**src/rtl/sha_round_sequencer.sv**
```systemverilog
// rtl/sha_round_sequencer.sv - SHA round sequencer: start qualification, round stepping, done/ack handshake
// Optional macro SEQ_START_LATCH_EN adds sticky per-channel start pending bits.
module sha_round_sequencer #(
    parameter int NUM_START  = 2,
    parameter int ROUNDS     = 64,
    parameter int CNT_W      = 6,
    parameter int START_MODE = 0
) (
    input  logic                 clock,
    input  logic                 reset,
    input  logic [NUM_START-1:0] start,
    input  logic                 clear,
    input  logic                 stall,
    input  logic                 done_ack,
    output logic                 enable,
    output logic [CNT_W-1:0]     round_idx,
    output logic                 first_round,
    output logic                 last_round,
    output logic                 done,
    output logic                 busy
);

    typedef enum logic [1:0] {IDLE, RUN, DONE} state_t;

    localparam logic [CNT_W-1:0] LAST_IDX = CNT_W'(ROUNDS - 1);

    state_t               state;
    state_t               state_next;
    logic [CNT_W-1:0]     idx_next;
    logic [NUM_START-1:0] req;
    logic                 go;

`ifdef SEQ_START_LATCH_EN
    logic [NUM_START-1:0] pending;

    // Requests accumulate outside RUN so channels may assert in different cycles.
    always_ff @(posedge clock) begin
        if (reset || clear) begin
            pending <= '0;
        end else if (state != RUN) begin
            pending <= (state_next == RUN) ? '0 : (pending | start);
        end
    end

    assign req = pending | start;
`else
    assign req = start;
`endif

    assign go = (START_MODE == 0) ? &req : |req;

    always_ff @(posedge clock) begin
        if (reset) begin
            state     <= IDLE;
            round_idx <= '0;
        end else begin
            state     <= state_next;
            round_idx <= idx_next;
        end
    end

    always_comb begin
        state_next = state;
        idx_next   = round_idx;
        if (clear) begin
            state_next = IDLE;
            idx_next   = '0;
        end else begin
            case (state)
                IDLE: begin
                    if (go) begin
                        state_next = RUN;
                        idx_next   = '0;
                    end
                end
                RUN: begin
                    if (!stall) begin
                        if (round_idx == LAST_IDX) begin
                            state_next = DONE;
                            idx_next   = '0;
                        end else begin
                            idx_next = round_idx + 1'b1;
                        end
                    end
                end
                DONE: begin
                    if (done_ack) begin
                        state_next = go ? RUN : IDLE;
                        idx_next   = '0;
                    end
                end
                default: begin
                    state_next = IDLE;
                    idx_next   = '0;
                end
            endcase
        end
    end

    always_comb begin
        enable      = (state == RUN);
        done        = (state == DONE);
        busy        = (state == RUN) || (state == DONE);
        first_round = (state == RUN) && (round_idx == '0);
        last_round  = (state == RUN) && (round_idx == LAST_IDX);
    end

endmodule

```
**config.mk**
```make
export PLATFORM = sky130hd
export DESIGN_NAME = sha_round_sequencer
export DESIGN_NICKNAME = d
export VERILOG_FILES = /design/src/rtl/sha_round_sequencer.sv
export SDC_FILE = /design/constraint.sdc
export NUM_CORES = 1
export LEC_CHECK = 0
export BUFFER_PORTS_ARGS = -buffer_cell sky130_fd_sc_hd__buf_4
export CORE_MARGIN = 10
export CORE_UTILIZATION = 40
export CTS_CLUSTER_DIAMETER = 60
export DETAILED_ROUTE_END_ITERATION = 7
export HOLD_SLACK_MARGIN = 0.06
export PLACE_DENSITY = 0.66
export SYNTH_ARGS = -nofsm -noshare
export SYNTH_HDL_FRONTEND = slang
export SYNTH_SLANG_ARGS = --single-unit
export TNS_END_PERCENT = 100
```
**constraint.sdc**
```tcl
create_clock -name clock -period 3.7 [get_ports clock]
set_input_delay 0.185 -clock clock [delete_from_list [all_inputs] [get_ports clock]]
set_output_delay 0.185 -clock clock [all_outputs]
set_load 0.05 [all_outputs]
```
==> metrics.md <==
| Metric | Value |
|---|---|
| Critical path's slowest cell | or4b_2 |
| Synth Area per Inst | 8.367 um2 |
| Lkg Pwr | 0.2701 nW |
| Setup TNS | 0 ns |
| Crit Path Class | flip-flop to primary output |
| Vias in the first global route | 512 |
| Nets@finish | 97 |
| Syn Inst Count | 64 |
| Finish-stage setup viols | 0 |
| GR Overflow Total | 0 |
| Commonest non-fill, non-tap cell in the layout | buf_4 |
| Post-layout util | 53.65% |
| Router iterations before antenna repair | 4 |
| Total CTS buffers | 3 |
| Starting DRT DRC Count | 8 |
| Die H | 56.59 um |
| FP Rows | 13 |
| Synth top area share | 29.91% |
| Initial Utilization | 41.67% |
| Setup crit end kind | primary output |
| Cell count after placement | 94 |
| Async SR Flop Fraction | 0% |
| Synthesized area | 535.5 um2 |
| Post-CTS sizing | 0 |
| Mapped Nets | 77 |
| Sum of buffers and inverters on the critical path | 2 |
| Worst EP required | 3.51 ns |
| Area of the core | 1285 um2 |
| Drt wl/cell | 13.43 um |
| CP top delay family | simple AND/OR/NAND/NOR gates |
| FF+latch count, synth | 8 |
| Final worst path period share | 53.44% |
| Count of cell types in the netlist | 23 |
| Hpwl dp | 1033 um |
| Max-cap violations | 0 |
| DRC violations left | 0 |
| CTS tree | built |
| First-pass GRT wire length | 2256 um |
| Worst-path fanout max | 5 |
| Fmax | 505.8 MHz |
| Die Wd | 56.59 um |
| Cell Pwr Density | 269.6 nW/um2 |
| GPL Wtd Cong | 0.7642 |
| Antenna violations before repair | 0 |
| H-Tree Level Count | 1 |
| Sequential area share after synthesis | 29.91% |
| IR drop worst, VDD | 0.0001118 V |
| Crit path largest cell delay | 0.58 ns |
| Fillers | 132 |
| Non-Filler Instances | 97 |
| Clk sinks | 8 |
| WL final | 1303 um |
| Status | finished clean |
| Fin. max-slew vios | 0 |
| Postcts setup bufs | 0 |
| Via Count | 536 |
| Hold_ws | 0.2808 ns |
| Post-synth top area cell | dfxtp_1 |
| Root buf cell | clkbuf_4 |
| Unrepaired setup endpoints after global routing | false |
| Final Hold Viols | 0 |
| Clock Path Buffers | 2 |
| Register Area | 160.2 um2 |
| Area occupied by multi-input gates | 341.6 um2 |
| DRT antenna net count | 0 |
| Shortest period the worst path allows | 1.977 ns |
| Slew headroom | 53.79% |
| Worst min path class | input pin to flip-flop |
| Commonest cells after routing, fill and taps aside | buf_4, dfxtp_1, nand2_1 |
| Ant diodes | 0 |
| Clk_lat worst skew | 0.26 ns |
| Share of cells above drive strength 1 | 32.93% |
| GRT Total Usage | 8.810% |
| DIE AREA | 3202 um2 |
| Largest net degree at the start of global routing | 12 |
| Layout area overhead | 28.74% |
| Top cells by area, synth | dfxtp_1, ha_1, nand3_1 |
| Setup Skew | 0.009629 ns |
| YS warnings | 0 |
| Drt via density | 5.526 |
| EDFF count, synth | 0 |
| Tot Pwr | 0.1859 mW |
| IO Pins | 18 |
| Post-CTS Hold Buffers | 0 |
| Port bufs | 17 |
| Worst-Margin Slew | 0.6931 ns |
| Startpoint Class | flip-flop |
| CP Data Arrival Time | 1.79 ns |
| Worst reg2reg setup slack | 1.78 ns |
| Ys flop type | dfxtp_1 |
| Worst-path clk slew | 0.06 ns |
| CP Cell Sequence | inv_1 -> ha_1 -> or4b_2 -> nor3_1 -> buf_4 |
## path summary, 6_finish.rpt
kind	depth (start not counted)	startpoint	endpoint
worst max-delay path	5	round_idx[0]	first_round
worst min-delay path	3	reset	round_idx[3]
worst max register to register	6	state[0]	state[1]
worst min register to register	2	round_idx[1]	round_idx[1]
## area by class of cell
type                    count  share of cell area [%]
flip-flops and latches      8                   23.23
clock buffers               3                   3.267
inverters                   5                   2.722
multi-input cells          49                   49.55
repair buffers             17                   18.51
well taps                  15                   2.722
## metrics by stage
step	instance area [um2]	worst slack, ns
final	689.4	1.723
after detailed placement	666.9	1.789
after global routing	689.4	1.580
after CTS	689.4	1.718
after floorplan	535.5	1.121
after global placement	666.9	1.810
## registers in the layout, summed over array words and instances, names as in the netlist
register and cells:
round_idx 6, state 2
## synthesized netlist by cell type (2+ instances only)
cell / number
or2_2: 2
nor3_1: 2
nor2_1: 2
or4_1: 3
a21oi_1: 5
a221oi_1: 2
nand3_1: 6
o21ai_0: 3
inv_1: 5
a31oi_1: 3
nand2_1: 7
dfxtp_1: 8
ha_1: 6
## layer usage
metal,up-vias,global-route usage [%],wire [um]
met5,-,0,0
met4,0,5.842,25
met3,4,4.719,77
met2,11,13.95,655
met1,250,8.685,545
li1,271,-,-
## worst min-delay path: cells and delay by family
kind | cells | cell delay (ns)
compound gates | 1 | 0.05
buf+inv | 1 | 0.07
simple gates | 1 | 0.18
## kinds of logic (layout without fill, tap and decap cells)
logic type	Yosys count	after routing	share of synthesized area, %
simple gates	28	28	30.84
compound gates	15	15	18.92
flops	8	8	29.91
buf+inv	7	25	6.308
fa+ha+maj	6	6	14.02
## power breakdown
group          total [mW]  internal [mW]  switching, mW
clock              0.0686         0.0372         0.0314
sequential         0.0875         0.0869       0.000659
combinational      0.0298         0.0116         0.0182
total               0.186          0.136         0.0502
No activity file was read; power rests on OpenSTA's default activity.
